## config.mk

```make
export PLATFORM = sky130hd
export DESIGN_NAME = wb_queued_manager
export DESIGN_NICKNAME = d
export VERILOG_FILES = /design/src/rtl/wb_mgr_pkg.sv /design/src/rtl/wb_queued_manager_fifo.sv /design/src/rtl/wb_queued_manager.sv
export SDC_FILE = /design/constraint.sdc
export NUM_CORES = 1
export LEC_CHECK = 0
export BUFFER_PORTS_ARGS = -buffer_cell sky130_fd_sc_hd__buf_2
export CORE_UTILIZATION = 27
export CTS_BUF_LIST = sky130_fd_sc_hd__clkbuf_8
export DETAILED_ROUTE_END_ITERATION = 7
export GPL_TIMING_DRIVEN = 0
export PLACE_DENSITY = 0.49
export SLEW_MARGIN = 10
export SYNTH_ARGS = -nofsm -noshare
export SYNTH_HDL_FRONTEND = slang
export SYNTH_HIERARCHICAL = 1
export SYNTH_SLANG_ARGS = --single-unit
```

## constraint.sdc

```tcl
create_clock -name CLK -period 6.3 [get_ports CLK]
set_clock_uncertainty 0.05 [all_clocks]
set_input_delay 0.63 -clock CLK [delete_from_list [all_inputs] [get_ports CLK]]
set_output_delay 0.63 -clock CLK [all_outputs]
set_load 0.005 [all_outputs]
```

## src/rtl/wb_mgr_pkg.sv

```systemverilog
// Shared types and constants for the queued Wishbone manager.
// Holds the FSM state encoding, the request record layout and the error data pattern.
// No logic; imported by the manager top level.
package wb_mgr_pkg;

  localparam int DEF_DATA_W = 32;
  localparam int DEF_ADR_W  = 32;
  // Widest data bus the error pattern helper can fill.
  localparam int MAX_DATA_W = 256;

  typedef enum logic {
    IDLE = 1'b0,
    BUS  = 1'b1
  } state_t;

  // Request record at the default widths; the top level declares the same
  // layout sized from its own parameters.
  typedef struct packed {
    logic                    we;
    logic [DEF_ADR_W-1:0]    adr;
    logic [DEF_DATA_W-1:0]   dat;
    logic [DEF_DATA_W/8-1:0] sel;
  } req_t;

  // 16'hBAD1 repeated across the low 'width' bits; callers slice what they need.
  function automatic logic [MAX_DATA_W-1:0] bad_pattern(input int width);
    logic [MAX_DATA_W-1:0] p;
    p = '0;
    for (int i = 0; i < MAX_DATA_W / 16; i++) begin
      if (i * 16 < width) p[i*16 +: 16] = 16'hBAD1;
    end
    return p;
  endfunction

endpackage

```

## src/rtl/wb_queued_manager_fifo.sv

```systemverilog
// Request queue: DEPTH-entry synchronous FIFO with registered occupancy count.
// Latency: pushed entry is visible at pop_dat the cycle after the push edge.
// Backpressure: caller must not push when full nor pop when empty.
module wb_req_fifo #(
  parameter int W     = 8,
  parameter int DEPTH = 4
) (
  input  logic                       CLK,
  input  logic                       nRST,
  input  logic                       push,
  input  logic                       pop,
  input  logic [W-1:0]               push_dat,
  output logic [W-1:0]               pop_dat,
  output logic                       full,
  output logic                       empty,
  output logic [$clog2(DEPTH):0]     count
);

  localparam int PTR_W = $clog2(DEPTH);
  localparam int CNT_W = PTR_W + 1;

  logic [W-1:0]     mem [DEPTH];
  logic [PTR_W-1:0] wr_ptr;
  logic [PTR_W-1:0] rd_ptr;

  // Storage needs no reset; only pointers and count define validity.
  always_ff @(posedge CLK) begin
    if (push) mem[wr_ptr] <= push_dat;
  end

  // Pointers wrap naturally at DEPTH (power of two); push+pop keeps count.
  always_ff @(posedge CLK or negedge nRST) begin
    if (!nRST) begin
      wr_ptr <= '0;
      rd_ptr <= '0;
      count  <= '0;
    end else begin
      if (push) wr_ptr <= wr_ptr + PTR_W'(1);
      if (pop)  rd_ptr <= rd_ptr + PTR_W'(1);
      case ({push, pop})
        2'b10:   count <= count + CNT_W'(1);
        2'b01:   count <= count - CNT_W'(1);
        default: ;
      endcase
    end
  end

  assign pop_dat = mem[rd_ptr];
  assign full    = (count == CNT_W'(DEPTH));
  assign empty   = (count == '0);

endmodule

```

## src/rtl/wb_queued_manager.sv

```systemverilog
// Wishbone classic manager with a request queue, ERR_I handling and a strobe watchdog.
// Latency: push into idle empty queue -> STB_O next cycle; termination -> RSP_VALID_O next cycle.
// Backpressure: REQ_READY_O = queue not full (registered count); requests held by CPU while full.
module wb_queued_manager
  import wb_mgr_pkg::*;
#(
  parameter int DATA_W  = 32,
  parameter int ADR_W   = 32,
  parameter int QDEPTH  = 4,
  parameter int TIMEOUT = 255
) (
  input  logic                CLK,
  input  logic                nRST,
  input  logic                REQ_VALID_I,
  output logic                REQ_READY_O,
  input  logic                REQ_WE_I,
  input  logic [ADR_W-1:0]    REQ_ADR_I,
  input  logic [DATA_W-1:0]   REQ_DAT_I,
  input  logic [DATA_W/8-1:0] REQ_SEL_I,
  output logic                RSP_VALID_O,
  output logic [DATA_W-1:0]   RSP_DAT_O,
  output logic                RSP_ERR_O,
  output logic                BUSY_O,
  input  logic [DATA_W-1:0]   DAT_I,
  input  logic                ACK_I,
  input  logic                ERR_I,
  output logic [ADR_W-1:0]    ADR_O,
  output logic [DATA_W-1:0]   DAT_O,
  output logic [DATA_W/8-1:0] SEL_O,
  output logic                WE_O,
  output logic                STB_O,
  output logic                CYC_O
);

  localparam int SEL_W = DATA_W / 8;
  localparam int CNT_W = $clog2(QDEPTH) + 1;
  localparam int TMO_W = $clog2(TIMEOUT + 1);
  localparam logic [MAX_DATA_W-1:0] BAD_FULL = bad_pattern(DATA_W);
  localparam logic [DATA_W-1:0]     BAD      = BAD_FULL[DATA_W-1:0];

  typedef struct packed {
    logic              we;
    logic [ADR_W-1:0]  adr;
    logic [DATA_W-1:0] dat;
    logic [SEL_W-1:0]  sel;
  } req_q_t;

  state_t            state, state_nxt;
  req_q_t            push_req, head_req;
  logic              push, pop, term, bad_end, tmo_hit;
  logic              q_full, q_empty;
  logic [CNT_W-1:0]  q_count, cnt_nxt;
  logic [TMO_W-1:0]  tmo_cnt;

  logic              we_q, stb_q;
  logic [ADR_W-1:0]  adr_q;
  logic [DATA_W-1:0] dat_q;
  logic [SEL_W-1:0]  sel_q;
  logic              rsp_vld_q, rsp_err_q, busy_q;
  logic [DATA_W-1:0] rsp_dat_q;

  assign push_req = '{we: REQ_WE_I, adr: REQ_ADR_I, dat: REQ_DAT_I, sel: REQ_SEL_I};
  assign push     = REQ_VALID_I && !q_full;

  wb_req_fifo #(
    .W     ($bits(req_q_t)),
    .DEPTH (QDEPTH)
  ) u_fifo (
    .CLK      (CLK),
    .nRST     (nRST),
    .push     (push),
    .pop      (pop),
    .push_dat (push_req),
    .pop_dat  (head_req),
    .full     (q_full),
    .empty    (q_empty),
    .count    (q_count)
  );

  // tmo_cnt counts BUS cycles already completed, so the cycle in which it
  // reads TIMEOUT-1 is the TIMEOUT-th strobe cycle and the last one allowed.
  assign tmo_hit = (tmo_cnt == TMO_W'(TIMEOUT - 1));
  // Error data unless a clean ACK ends the cycle (ERR beats ACK, ACK beats timeout).
  assign bad_end = ERR_I || !ACK_I;
  assign cnt_nxt = q_count + CNT_W'(push) - CNT_W'(pop);

  // State register.
  always_ff @(posedge CLK or negedge nRST) begin
    if (!nRST) state <= IDLE;
    else       state <= state_nxt;
  end

  // Next state: issue the queue head from IDLE, finish on ACK/ERR/watchdog.
  always_comb begin
    state_nxt = state;
    pop       = 1'b0;
    term      = 1'b0;
    case (state)
      IDLE: begin
        if (!q_empty) begin
          pop       = 1'b1;
          state_nxt = BUS;
        end
      end
      BUS: begin
        if (ACK_I || ERR_I || tmo_hit) begin
          term      = 1'b1;
          state_nxt = IDLE;
        end
      end
      default: state_nxt = IDLE;
    endcase
  end

  // Bus outputs are loaded at issue, held through the cycle, cleared at the end.
  always_ff @(posedge CLK or negedge nRST) begin
    if (!nRST) begin
      we_q  <= 1'b0;
      stb_q <= 1'b0;
      adr_q <= '0;
      dat_q <= '0;
      sel_q <= '0;
    end else if (pop) begin
      we_q  <= head_req.we;
      stb_q <= 1'b1;
      adr_q <= head_req.adr;
      dat_q <= head_req.we ? head_req.dat : '0;
      sel_q <= head_req.sel;
    end else if (term) begin
      we_q  <= 1'b0;
      stb_q <= 1'b0;
      adr_q <= '0;
      dat_q <= '0;
      sel_q <= '0;
    end
  end

  // Watchdog: restart at issue, advance on every non-final BUS cycle.
  always_ff @(posedge CLK or negedge nRST) begin
    if (!nRST)                       tmo_cnt <= '0;
    else if (pop)                    tmo_cnt <= '0;
    else if (state == BUS && !term)  tmo_cnt <= tmo_cnt + TMO_W'(1);
  end

  // One-cycle response pulse; data persists until the next response.
  always_ff @(posedge CLK or negedge nRST) begin
    if (!nRST) begin
      rsp_vld_q <= 1'b0;
      rsp_err_q <= 1'b0;
      rsp_dat_q <= '0;
    end else begin
      rsp_vld_q <= term;
      rsp_err_q <= term && bad_end;
      if (term) rsp_dat_q <= bad_end ? BAD : (we_q ? '0 : DAT_I);
    end
  end

  // Busy mirrors the post-edge queue occupancy and FSM state.
  always_ff @(posedge CLK or negedge nRST) begin
    if (!nRST) busy_q <= 1'b0;
    else       busy_q <= (cnt_nxt != '0) || (state_nxt == BUS);
  end

  assign REQ_READY_O = !q_full;
  assign RSP_VALID_O = rsp_vld_q;
  assign RSP_ERR_O   = rsp_err_q;
  assign RSP_DAT_O   = rsp_dat_q;
  assign BUSY_O      = busy_q;
  assign ADR_O       = adr_q;
  assign DAT_O       = dat_q;
  assign SEL_O       = sel_q;
  assign WE_O        = we_q;
  assign STB_O       = stb_q;
  assign CYC_O       = stb_q;

endmodule

```

# After elaboration in Yosys (flattened, before gate mapping)
# Memory sizes are Yosys's and may differ from the RTL's.
# Cells that the tools add are included.
# word_totals
out_inout_bits	107
regBits	121
ramBits	276
input_bits	106
word_cells	64
n_memories	1
# op_classes
eq_ne	4
muxes	22
add_sub_neg	7
bitwise	1
n_reduce_logical	15
# mem_list
name	words	word_bits	rd	rd_ports_with_merged_regs	wr	line_no	text
u_fifo.mem	4	69	1	0	1	wb_queued_manager_fifo.sv:22	logic [W-1:0] mem [DEPTH];
# ops
operator	n
$mux W32	6
$mux W8	2
$mux W1	10
$add A8 B1 Y8 const B	1
$eq A8 B8 Y1 const B	1
$mux W4	2
$pmux W3 S2	1
$reduce_bool A2 Y1	3
$add A2 B1 Y2 const B	2
$logic_or A1 B1 Y1	4
$add A3 B1 Y3	1
$add A3 B1 Y3 const B	1
$eq A3 B3 Y1 const B	1
$logic_and A1 B1 Y1	3
$logic_not A1 Y1	3
$logic_not A3 Y1	1
$reduce_bool A3 Y1	1
$sub A3 B1 Y3	1
$sub A3 B1 Y3 const B	1
$eq A2 B1 Y1 const B	1
$eq A2 B2 Y1 const B	1
$pmux W1 S2	1
$not A1 Y1	1

# Longest topological paths before layout
# logic_depth
ltp_word	8
mapped_depth	10
depth_no_buf	10

# Modules after synthesis
# Netlist, hierarchy kept.
# modules_own_cells
mod	area_each_um2	n_inst	cells_per_inst	seq_area_each_um2
wb_req_fifo	10430.0	1	398	8463.1
wb_queued_manager	4858.4	1	441	2852.7

# Worst setup path before layout
# No wires, ideal clock.
# synth_timing
kind	input port to flip-flop
start	in REQ_VALID_I
end	mem u_fifo/mem[0][0] (netlist bit) (enable)
slack_ps	3141
n_path_buf	0
path_stages	2
setup_time_ps	434
t_required_ps	5816
arrival_time_ps	2675
path_cell_list	nor2b_1 -> and2_1
# synth_via
elab_chain_cells	3
# synth_rtl
item	line_no	text
from (decl)	wb_queued_manager.sv:14	input logic REQ_VALID_I,
$logic_and A1 B1 Y1	wb_queued_manager.sv:63	assign push = REQ_VALID_I && !q_full;
$mux W1	wb_queued_manager_fifo.sv:28	if (push) mem[wr_ptr] <= push_dat;
$mux W1 (not written as such)	wb_queued_manager_fifo.sv:28	
to (decl)	wb_queued_manager_fifo.sv:22	
# No other way between the ends.

# Worst setup path after layout
# layout_timing
start	reg u_fifo.count[2]
end	reg busy_q, in the netlist BUSY_O
# layout_via
elab_cells_between_ends	11
classes_between	add/sub (2); eq/ne (1); mux (3); reduce/logical (5)
# layout_lines
item	line_no	text
from (decl)	wb_queued_manager_fifo.sv:16	output logic [$clog2(DEPTH):0] count
from (signal assigned)	wb_queued_manager_fifo.sv:41	2'b10: count <= count + CNT_W'(1);
from (signal assigned)	wb_queued_manager_fifo.sv:42	2'b01: count <= count - CNT_W'(1);
$logic_not A3 Y1 (*)	wb_queued_manager_fifo.sv:50	assign empty = (count == '0);
net q_empty	wb_queued_manager.sv:51	logic q_full, q_empty;
$mux W1 (*)	wb_queued_manager.sv:100	if (!q_empty) begin
$mux W1	wb_queued_manager.sv:98	case (state)
$sub A3 B1 Y3	wb_queued_manager.sv:85	assign cnt_nxt = q_count + CNT_W'(push) - CNT_W'(pop);
$reduce_bool A3 Y1	wb_queued_manager.sv:161	else busy_q <= (cnt_nxt != '0) || (state_nxt == BUS);
$logic_or A1 B1 Y1 (*)	wb_queued_manager.sv:161	
to (signal assigned)	wb_queued_manager.sv:161	
to (decl)	wb_queued_manager.sv:59	logic rsp_vld_q, rsp_err_q, busy_q;
# Mark *: on every way through the listed nets, which the timed path passes. The rest lies on a longest branch.
# A chain may end at the register's enable or synchronous reset.

==> impl_metrics.yaml <==
finish:
  mostFrequentLayoutCells: "edfxtp_1, buf_2, dfrtp_1"
  syn_to_final_growth_pct: 23.8
  fin_cells: 1935
  nets: 1247
  fin_util: 0.341
  fin_area_mm2: 0.0189
  final_common_cell: "edfxtp_1"
  drive_above_1_share: 0.375
routing:
  drc: 0
  wl_per_cell_um: 18.7
  drt_first_iter_violations: 392
  wirelength_mm: 36.2
  via_per_inst: 4.29
  dr_wl_met3_mm: 2.28
  vias: 8305
  drtAntennaViolNets: 0
  dr.pass1.iters: 4
  met2_length_mm: 17.2
  top_layer: "met5"
  met1Wirelength_mm: 15.8
worst_setup_path:
  cpMostUsedCell: "nand2_1"
  r2r_start: "u_fifo/count[2]$_DFFE_PN0P_"
  start_kind: "register"
  rr_endpoint: "BUSY_O$_DFF_PN0_"
  path_max_fanout: 10
  critPathKind: "reg -> reg"
  cp-startpoint: "u_fifo/count[2]$_DFFE_PN0P_"
  r2r_slack_ns: 3.31
  crit_slowest_cell: "or4_1"
  worstPathRequired_ns: 6.73
  worstPathCellList: "nor3_1 > or2_1 > clkbuf_1 > nand2_1 > nand2_1 > ha_1 > fa_1 > or4_1"
  worstSetupEndpointType: "register"
  r2r_cells: 8
  slowest_delay_ns: 0.57
  cp.arrival_ns: 3.42
placed_design:
  gp_congestion: 0.712
  numPortBuffers: 212
  dp_hpwl_mm: 23.1
  dpl_cell_area_mm2: 0.0174
  dp.cells: 1804
  place_ws_ns: 3.22
synthesis:
  syn_inst: 839
  synth_edf_count: 276
  ys_seq_area_frac: 0.740
  ys_ff_latch: 397
  synth-main-ff-cell: "edfxtp_1"
  synth_cell_types: 45
  synth_area_mm2: 0.0153
  synth_async_sr_flop_share: 0.305
  yosys_warnings: 6
  avgSynthCellArea_um2: 18.2
  synth_nets: 955
cts:
  cts.reportedPaths.clkPinSlew_ns: 0.06
  htreeDepth: 3
  numCtsBuffers: 72
  cts_setup_buffers: 0
  clk_path_buf_depth: 3
  post_cts_resized: 0
  root_buffer: "clkbuf_8"
  cts_tree: "done"
  ctsHoldBuffers: 1
  cts.sinks: 397
  clk_latency_ns: 0.63
power:
  swShare: 0.312
  p_sw_mw: 2.76
  clkPwrFrac: 0.281
  p_total_mw: 8.87
  sequentialPowerShare: 0.417
  p_comb_frac: 0.302
  p_int_mw: 6.11
  leakage_nw: 7.43
  vdd_ir_drop_max_v: 0.000189
  p_per_area_mw_per_mm2: 469
sta:
  final_max_slew_viol_count: 0
  period_share: 0.474
  rsz0062_at_grt: "no"
  setup_viol: 0
  max_slew_margin: 0.415
  final_hold_viol_count: 0
  hold_ws_ns: 0.154
  period_needed_ns: 2.99
  fmax_mhz: 335
  fin_tns_setup_ns: 0
  tightest_slew_ns: 0.878
  setup_ws_ns: 3.31
worst_hold_path:
  holdPathEnd: "u_fifo/mem[2][30]$_DFFE_PP_"
  hold_path_class: "in -> reg"
  hp-start: "REQ_DAT_I[26]"
  min_path_cells: 1
floorplanning:
  core_mm2: 0.0555
  die_w_um: 240
  num_rows: 86
  initial_core_util: 0.275
  dieArea_mm2: 0.0576
  dieHeight_um: 240
  io_pins: 213
global_route:
  grt_remaining_overflow: 0
  grt_max_degree: 81
  grt.total_usage: 0.128
  first_global_vias: 8740
  grt_antenna_before_repair: 5
  grt_pass1_wl_mm: 54.1
flow_run:
  drv_cap: 0
status:
  status: "completed"
-- cells in the mapped netlist, types with 2 or more instances --
cell type	instances	share of area
inv_1	44	0.011
a22o_1	32	0.018
o21ai_2	2	0.0011
or3_1	2	0.00082
buf_2	16	0.0052
buf_8	2	0.0020
dfrtp_1	121	0.20
and2_1	5	0.0020
o21ai_0	57	0.019
fa_1	2	0.0026
clkbuf_1	12	0.0029
nand3_1	6	0.0020
nor2_1	5	0.0012
a31oi_1	4	0.0016
mux2_4	17	0.017
nor2b_1	4	0.0016
nand2_1	92	0.023
buf_4	2	0.00098
xor2_1	4	0.0023
mux2i_1	15	0.0098
a21oi_1	4	0.0013
edfxtp_1	276	0.54
xnor2_1	5	0.0029
and3_1	3	0.0012
nand2b_1	2	0.00082
mux4_2	68	0.10
ha_1	8	0.0065
buf_6	6	0.0044
buf_12	7	0.0092
-- power groups by stage --
| stage | sequential, mW | clock, mW | combinational (mW) |
|---|---|---|---|
| after floorplan | 3.74 | 0 | 1.73 |
| after global placement | 3.78 | 0 | 2.69 |
| after detailed placement | 3.75 | 0 | 2.77 |
| after CTS | 3.70 | 2.60 | 2.78 |
| after global routing | 3.76 | 2.70 | 2.97 |
| final | 3.70 | 2.50 | 2.68 |
-- how the worst max path moves through the flow --
stage,end,cells after the start
final,BUSY_O$_DFF_PN0_,8
after global routing,BUSY_O$_DFF_PN0_,8
after CTS,BUSY_O$_DFF_PN0_,8
after detailed placement,BUSY_O$_DFF_PN0_,8
after global placement,u_fifo/mem[3][12]$_DFFE_PP_,3
after floorplan,u_fifo/mem[0][0]$_DFFE_PP_,2
-- flip-flops by register name (all words and copies together), names as in the netlist, 2 cells and up --
register / cells
DAT_O: 32
u_fifo/rd_ptr: 2
u_fifo/mem: 276
tmo_cnt: 8
RSP_DAT_O: 32
SEL_O: 4
ADR_O: 32
u_fifo/count: 3
u_fifo/wr_ptr: 2
-- final cells by class --
cell class / count / area [um2]
clock buffers: 80 / 1100
well taps: 748 / 936
multi-input cells: 352 / 3440
flip-flops and latches: 397 / 11300
inverters: 45 / 169
diodes: 1 / 2.50
clock inverters: 49 / 369
repair buffers: 218 / 1220
fillers: 5477 / 36600
plain buffers: 45 / 378
-- kinds of logic after synthesis --
kind of cell / after synthesis / synth area share
compound gates: 106 / 0.0444
xor+xnor: 9 / 0.00516
fa+ha+maj: 10 / 0.00917
buf+inv: 90 / 0.0358
flops: 397 / 0.740
mux: 102 / 0.129
simple gates: 125 / 0.0362
-- critical path, delay by kind of cell (launching register included) --
kind | cells | cell delay [ns]
and+or+nand+nor | 5 | 1.27
buffers and inverters | 1 | 0.56
adders and majority gates | 2 | 0.55
DFF | 1 | 0.43
-- per-layer routing --
metal | global-route usage | up-vias
li1 | - | 3793
met1 | 0.162 | 4210
met2 | 0.204 | 223
met3 | 0.0401 | 73
met4 | 0.0515 | 6
met5 | 0 | -
No activity file was read; power rests on OpenSTA's default activity.
